## config.mk

```make
export PLATFORM = sky130hd
export DESIGN_NAME = l2_pmem_burst_responder
export DESIGN_NICKNAME = d
export VERILOG_FILES = /design/src/rtl/l2_pmem_burst_responder.sv
export SDC_FILE = /design/constraint.sdc
export NUM_CORES = 2
export LEC_CHECK = 0
export ABC_CLOCK_PERIOD_IN_PS = 6600
export BUFFER_PORTS_ARGS = -buffer_cell sky130_fd_sc_hd__buf_4
export CAP_MARGIN = 10
export CORE_UTILIZATION = 40
export DETAILED_ROUTE_END_ITERATION = 8
export MAX_ROUTING_LAYER = met4
export PLACE_DENSITY_LB_ADDON = 0.05
export RECOVER_POWER = 25
export SETUP_SLACK_MARGIN = 0.15
export SYNTH_ARGS = -nofsm -noshare
export SYNTH_HDL_FRONTEND = slang
export SYNTH_SLANG_ARGS = --single-unit
export TNS_END_PERCENT = 100
```

## constraint.sdc

```tcl
create_clock -name clk -period 6.6 [get_ports clk]
set_clock_uncertainty 0.1 [all_clocks]
set_input_delay 1.98 -clock clk [delete_from_list [all_inputs] [get_ports clk]]
set_output_delay 1.98 -clock clk [all_outputs]
set_load 0.03 [all_outputs]
```

## src/rtl/l2_pmem_burst_responder.sv

```systemverilog
// L2 physical-memory port responder: one LINE_W line request becomes one BEATS-beat burst.
// Optional watchdog (define PMEM_TIMEOUT_EN) force-completes a stuck burst and raises timeout_err.
module l2_pmem_burst_responder #(
  parameter int LINE_W      = 256,
  parameter int BEAT_W      = 64,
  parameter int TIMEOUT_CYC = 1024
) (
  input  logic              clk,
  input  logic              rst_n,
  input  logic [31:0]       pmem_address,
  input  logic              pmem_read,
  input  logic              pmem_write,
  input  logic [LINE_W-1:0] pmem_wdata,
  output logic [LINE_W-1:0] pmem_rdata,
  output logic              pmem_resp,
  output logic              bm_cmd_valid,
  input  logic              bm_cmd_ready,
  output logic              bm_cmd_we,
  output logic [31:0]       bm_cmd_addr,
  output logic [BEAT_W-1:0] bm_wdata,
  output logic              bm_wvalid,
  input  logic              bm_wready,
  input  logic [BEAT_W-1:0] bm_rdata,
  input  logic              bm_rvalid
`ifdef PMEM_TIMEOUT_EN
  ,
  output logic              timeout_err
`endif
);

  localparam int BEATS = LINE_W / BEAT_W;
  localparam int CNT_W = (BEATS > 1) ? $clog2(BEATS) : 1;
  localparam logic [CNT_W-1:0] LAST = CNT_W'(BEATS - 1);

  typedef enum logic [2:0] {IDLE, CMD, WBEAT, RBEAT, RESP} state_e;
  typedef logic [BEATS-1:0][BEAT_W-1:0] line_t;

  state_e            state_q, state_d;
  logic [CNT_W-1:0]  cnt_q, cnt_d;
  line_t             line_q, line_d;
  line_t             asm_q, asm_d;
  line_t             rdata_q, rdata_d;
  logic [31:0]       addr_q, addr_d;
  logic              we_q, we_d;
  logic              cmd_valid_q, cmd_valid_d;
  logic              wvalid_q, wvalid_d;
  logic [BEAT_W-1:0] wdata_q, wdata_d;
  logic              resp_q, resp_d;
  logic              wd_hit;
  logic              unused_addr_lsb;

  assign unused_addr_lsb = ^pmem_address[4:0];

`ifdef PMEM_TIMEOUT_EN
  localparam int WD_W = $clog2(TIMEOUT_CYC + 1);
  logic [WD_W-1:0] wd_q, wd_d;
  logic            tmo_q, tmo_d;
  assign wd_hit      = (wd_q == WD_W'(TIMEOUT_CYC));
  assign timeout_err = tmo_q;
`else
  localparam int unused_timeout_cyc = TIMEOUT_CYC;
  assign wd_hit = 1'b0;
`endif

  always_comb begin
    state_d     = state_q;
    cnt_d       = cnt_q;
    line_d      = line_q;
    asm_d       = asm_q;
    rdata_d     = rdata_q;
    addr_d      = addr_q;
    we_d        = we_q;
    cmd_valid_d = cmd_valid_q;
    wvalid_d    = wvalid_q;
    wdata_d     = wdata_q;
    resp_d      = 1'b0;
    case (state_q)
      IDLE: begin
        if (pmem_read || pmem_write) begin
          addr_d      = {pmem_address[31:5], 5'b0};
          we_d        = pmem_write;
          line_d      = pmem_wdata;
          cmd_valid_d = 1'b1;
          state_d     = CMD;
        end
      end
      CMD: begin
        if (bm_cmd_ready) begin
          cmd_valid_d = 1'b0;
          if (we_q) begin
            state_d  = WBEAT;
            wvalid_d = 1'b1;
            wdata_d  = line_q[0];
          end else begin
            state_d = RBEAT;
          end
        end
      end
      WBEAT: begin
        if (bm_wready) begin
          if (cnt_q == LAST) begin
            cnt_d    = '0;
            wvalid_d = 1'b0;
            resp_d   = 1'b1;
            state_d  = RESP;
          end else begin
            cnt_d   = cnt_q + 1'b1;
            wdata_d = line_q[cnt_d];
          end
        end
      end
      RBEAT: begin
        if (bm_rvalid) begin
          asm_d[cnt_q] = bm_rdata;
          if (cnt_q == LAST) begin
            // final beat lands in the same cycle the line is published
            cnt_d   = '0;
            rdata_d = asm_d;
            resp_d  = 1'b1;
            state_d = RESP;
          end else begin
            cnt_d = cnt_q + 1'b1;
          end
        end
      end
      RESP:    state_d = IDLE;
      default: state_d = IDLE;
    endcase

`ifdef PMEM_TIMEOUT_EN
    wd_d  = '0;
    tmo_d = tmo_q;
    if (state_q == CMD || state_q == WBEAT || state_q == RBEAT) begin
      if ((state_q == CMD && bm_cmd_ready) || (state_q == WBEAT && bm_wready) ||
          (state_q == RBEAT && bm_rvalid)) begin
        wd_d = '0;
      end else if (wd_hit) begin
        state_d     = RESP;
        resp_d      = 1'b1;
        cnt_d       = '0;
        cmd_valid_d = 1'b0;
        wvalid_d    = 1'b0;
        tmo_d       = 1'b1;
        if (!we_q) rdata_d = '0;
      end else begin
        wd_d = wd_q + 1'b1;
      end
    end
`endif
  end

  always_ff @(posedge clk or negedge rst_n) begin
    if (!rst_n) begin
      state_q     <= IDLE;
      cnt_q       <= '0;
      line_q      <= '0;
      asm_q       <= '0;
      rdata_q     <= '0;
      addr_q      <= '0;
      we_q        <= 1'b0;
      cmd_valid_q <= 1'b0;
      wvalid_q    <= 1'b0;
      wdata_q     <= '0;
      resp_q      <= 1'b0;
`ifdef PMEM_TIMEOUT_EN
      wd_q        <= '0;
      tmo_q       <= 1'b0;
`endif
    end else begin
      state_q     <= state_d;
      cnt_q       <= cnt_d;
      line_q      <= line_d;
      asm_q       <= asm_d;
      rdata_q     <= rdata_d;
      addr_q      <= addr_d;
      we_q        <= we_d;
      cmd_valid_q <= cmd_valid_d;
      wvalid_q    <= wvalid_d;
      wdata_q     <= wdata_d;
      resp_q      <= resp_d;
`ifdef PMEM_TIMEOUT_EN
      wd_q        <= wd_d;
      tmo_q       <= tmo_d;
`endif
    end
  end

  assign pmem_rdata   = rdata_q;
  assign pmem_resp    = resp_q;
  assign bm_cmd_valid = cmd_valid_q;
  assign bm_cmd_we    = we_q;
  assign bm_cmd_addr  = addr_q;
  assign bm_wdata     = wdata_q;
  assign bm_wvalid    = wvalid_q;

endmodule
```

==> impl_metrics.prom <==
# TYPE chip_impl_metric gauge
chip_impl_metric{name="rrSetupSlack",unit="ps"} 2490
chip_impl_metric{name="drt-initial-drc-count",unit=""} 1072
chip_impl_info{name="r2r-end",value="bm_wdata[18]$_DFFE_PN0P_"} 1
chip_impl_info{name="tritoncts",value="yes"} 1
chip_impl_metric{name="cts_setup_buffers",unit=""} 0
chip_impl_metric{name="stdcell_area",unit="um^2"} 42900
chip_impl_metric{name="synth_compound_gate_area_share",unit=""} 0.0821
chip_impl_metric{name="top_level_ports",unit=""} 715
chip_impl_metric{name="worstSkewPairLatency",unit="ps"} 640
chip_impl_metric{name="clkTransAtPathRegs",unit="ps"} 60
chip_impl_metric{name="dr_total_vias",unit=""} 22753
chip_impl_metric{name="post_drt_via_cell_ratio",unit=""} 5.08
chip_impl_info{name="rsz_0062_raised_after_global_routing",value="false"} 1
chip_impl_info{name="violated_checks",value="capacitance limit, slew limit"} 1
chip_impl_metric{name="cell_internal_pwr",unit="mW"} 15.0
chip_impl_metric{name="maxCapViolCount",unit=""} 2
chip_impl_metric{name="postSynthRegisterBits",unit=""} 804
chip_impl_info{name="timing.critical_path.from_type",value="input pin"} 1
chip_impl_info{name="worst_reg2reg_path_startpoint",value="cnt_q[0]$_DFFE_PN0P_"} 1
chip_impl_metric{name="max-slew-margin-rel",unit=""} -0.963
chip_impl_info{name="cell_chosen_for_the_clock_root",value="clkbuf_16"} 1
chip_impl_metric{name="global_route_total_overflow",unit=""} 0
chip_impl_info{name="worst_setup_path_category",value="input pin to flop"} 1
chip_impl_metric{name="fillerInstances",unit=""} 7566
chip_impl_metric{name="postCtsHoldBufs",unit=""} 0
chip_impl_metric{name="critPathMaxFanout",unit=""} 44
chip_impl_metric{name="tritoncts.num_buffers",unit=""} 89
chip_impl_metric{name="dpl-instance-area",unit="um^2"} 39900
chip_impl_metric{name="core",unit="um^2"} 83800
chip_impl_metric{name="worst_slack",unit="ps"} 1810
chip_impl_metric{name="detail_route.drc_violations",unit=""} 0
chip_impl_metric{name="critPathArrivalTime",unit="ps"} 5210
chip_impl_metric{name="multi_input_comb_area",unit="um^2"} 12600
chip_impl_metric{name="netlist_instances",unit=""} 2609
chip_impl_metric{name="route.final.wire_length",unit="um"} 100000
chip_impl_metric{name="synth_xor_area_frac",unit=""} 0
chip_impl_metric{name="rows",unit=""} 106
chip_impl_metric{name="timing.critical_path.required",unit="ps"} 7020
chip_impl_metric{name="setup_viol_count_final",unit=""} 0
chip_impl_info{name="layout.cells.most_common",value="dfrtp_1"} 1
chip_impl_metric{name="sw_frac_of_total",unit=""} 0.382
chip_impl_metric{name="floorplan.initialDensity",unit=""} 0.405
chip_impl_metric{name="r2r_cells",unit=""} 7
chip_impl_metric{name="vdd_drop_max",unit="uV"} 341
chip_impl_info{name="synth_top_family_by_area",value="multiplexers"} 1
chip_impl_metric{name="synthesis.yosys.warnings",unit=""} 0
chip_impl_metric{name="gr-usage-all-layers",unit=""} 0.238
chip_impl_metric{name="wl_per_cell",unit="um"} 22.3
chip_impl_info{name="worst_hold_startpoint",value="pmem_rdata[232]$_DFFE_PN0P_"} 1
chip_impl_metric{name="die_h",unit="um"} 293
chip_impl_metric{name="flow.area_growth_from_synthesis",unit="%"} 26.5
chip_impl_metric{name="timing.hold.worst_path_depth",unit=""} 2
chip_impl_metric{name="cts_num_sinks",unit=""} 804
chip_impl_metric{name="async_flop_share",unit=""} 1.00
chip_impl_info{name="crit_path_end_kind",value="flop"} 1
chip_impl_metric{name="preCtsSetupSlack",unit="ps"} 2180
chip_impl_metric{name="final-max-slew-violation-count",unit=""} 123
chip_impl_info{name="most_used_cells_in_the_layout_excluding_fill_and_tap_cells",value="dfrtp_1 (804), buf_4 (732), mux2_2 (471), nand2_1 (389), mux2i_1 (193)"} 1
chip_impl_metric{name="fmaxAchievable",unit="GHz"} 0.209
chip_impl_metric{name="synth-seq-area-share",unit=""} 0.593
chip_impl_metric{name="fin_nets",unit=""} 3620
chip_impl_metric{name="worstMarginPinSlew",unit="ps"} 2940
chip_impl_metric{name="place_hpwl",unit="um"} 67100
chip_impl_metric{name="grt_pass1_vias",unit=""} 23643
chip_impl_info{name="result_of_the_run",value="finished, violations left"} 1
chip_impl_metric{name="p_per_area",unit="nW/um^2"} 566
chip_impl_metric{name="finalCriticalPeriod",unit="ps"} 4790
chip_impl_metric{name="yosysUniqueCellTypes",unit=""} 36
chip_impl_metric{name="post_synth_mux_area_share",unit=""} 0.236
chip_impl_metric{name="total_power",unit="mW"} 24.3
chip_impl_metric{name="power.share.clock",unit=""} 0.208
chip_impl_info{name="min-delay-path-class",value="flop to flop"} 1
chip_impl_metric{name="die_area",unit="um^2"} 85900
chip_impl_metric{name="synthSimpleGateAreaFrac",unit=""} 0.0484
chip_impl_metric{name="synth_edf_count",unit=""} 0
chip_impl_metric{name="seqCellArea",unit="um^2"} 20100
chip_impl_metric{name="grt_pass1_wl",unit="um"} 151000
chip_impl_metric{name="gp_congestion",unit=""} 0.841
chip_impl_metric{name="grt_max_degree",unit=""} 150
chip_impl_metric{name="h-tree-depth",unit=""} 3
chip_impl_metric{name="static-leakage-power",unit="nW"} 19.9
chip_impl_metric{name="postCtsResizedCells",unit=""} 0
chip_impl_metric{name="hold_viol",unit=""} 0
chip_impl_metric{name="antenna_found_initial",unit=""} 25
chip_impl_metric{name="synthesis.area",unit="um^2"} 33900
chip_impl_metric{name="switching_power_total",unit="mW"} 9.27
chip_impl_info{name="whs_endpoint",value="pmem_rdata[232]$_DFFE_PN0P_"} 1
chip_impl_metric{name="clock_tree.buffer_depth",unit=""} 3
chip_impl_metric{name="post_synth_fa_ha_maj_area_fraction",unit=""} 0.00148
chip_impl_metric{name="p_seq_frac",unit=""} 0.356
chip_impl_metric{name="drive_gt1_frac",unit=""} 0.411
chip_impl_metric{name="drt_first_pass_iters",unit=""} 5
chip_impl_metric{name="power.share.combinational",unit=""} 0.436
chip_impl_metric{name="finalSetupTns",unit="ps"} 0
chip_impl_metric{name="buffer_ports.inserted",unit=""} 704
chip_impl_metric{name="finalCritPeriodShare",unit=""} 0.726
chip_impl_metric{name="route.antenna.remaining_nets",unit=""} 0
chip_impl_info{name="yosys_most_used_dff",value="dfrtp_1"} 1
chip_impl_metric{name="dieWidth",unit="um"} 293
chip_impl_metric{name="postSynthAreaPerCell",unit="um^2"} 13.0
-- state kept, by name (all words and copies together) (netlist names) --
name          count
line_q          256
pmem_rdata      256
asm_q           192
bm_wdata         64
bm_cmd_addr      27
state_q           3
cnt_q             2
bm_cmd_valid      1
bm_cmd_we         1
bm_wvalid         1
pmem_resp         1
-- area by class of cell --
type / instances / share of cell area
Multi-Input combinational cell: 1613 / 0.294
Clock buffer: 136 / 0.0629
Sequential cell: 804 / 0.469
Clock inverter: 19 / 0.00665
Antenna cell: 25 / 0.00146
Inverter: 3 / 0.000263
Tap cell: 1134 / 0.0331
Timing Repair Buffer: 746 / 0.133
-- power groups by stage --
stage                     Sequential (mW)  Clock [mW]  Combinational, mW
after floorplan                      10.3           0               5.40
after global placement               8.60           0               10.5
after detailed placement             8.72           0               10.7
after CTS                            8.66        5.17               10.7
after global routing                 8.95        5.37               11.3
final                                8.64        5.03               10.6
-- cell families (layout without fill, tap and decap cells) --
family / Yosys count / count (layout)
and+or+nand+nor: 415 / 415
DFF: 804 / 804
other: 1 / 30
adders and majority gates: 4 / 4
buffers and inverters: 196 / 904
AOI/OAI and AO/OA: 456 / 456
muxes: 733 / 733
-- cells in the mapped netlist, types with 4 or more instances --
| master | n | area [um^2] |
|---|---|---|
| mux2_1 | 69 | 777 |
| and2_1 | 5 | 31.3 |
| o21ai_1 | 152 | 761 |
| buf_4 | 19 | 143 |
| o21ai_0 | 105 | 526 |
| o21a_1 | 64 | 480 |
| buf_2 | 54 | 270 |
| dfrtp_1 | 804 | 20100 |
| o22ai_1 | 63 | 394 |
| nand2_4 | 4 | 45.0 |
| ha_1 | 4 | 50.1 |
| a22o_1 | 64 | 561 |
| mux2_2 | 471 | 5300 |
| buf_6 | 56 | 631 |
| mux2i_1 | 193 | 1930 |
| nand2_1 | 391 | 1470 |
| nor2_1 | 7 | 26.3 |
| clkbuf_1 | 64 | 240 |
-- per-layer routing --
layer | vias up | share of wire | track usage
met2 | 572 | 0.47 | 0.368
li1 | 10533 | - | -
met1 | 11483 | 0.42 | 0.294
met5 | - | 0 | -
met4 | 0 | 0.033 | 0.0873
met3 | 165 | 0.075 | 0.0719
-- how the worst max path moves through the flow --
stage                     slack [ps]        from                          end
after detailed placement        2180   bm_rvalid  pmem_rdata[253]$_DFFE_PN0P_
after floorplan                 3390   bm_rvalid       asm_q[100]$_DFFE_PN0P_
after CTS                       2850   bm_rvalid  pmem_rdata[253]$_DFFE_PN0P_
after global placement          2230   bm_rvalid  pmem_rdata[253]$_DFFE_PN0P_
after global routing            1480       rst_n       asm_q[148]$_DFFE_PN0P_
final                           1810  pmem_write       line_q[87]$_DFFE_PN0P_
-- through the flow --
stage / util / instances / hold slack (ps)
floorplan: - / 2613 / 349
global placement: 0.476 / 4300 / 362
detailed placement: 0.476 / 4300 / 364
CTS: 0.511 / 4455 / 377
global route: 0.512 / 4480 / 392
finish: 0.512 / 4480 / 375
-- critical path, cell delays in order --
cell and delay, ps:
clkbuf_4 110, nor2_1 60, nor2b_1 1870, buf_4 740, mux2_2 410
(Power assumes the default switching activity.)
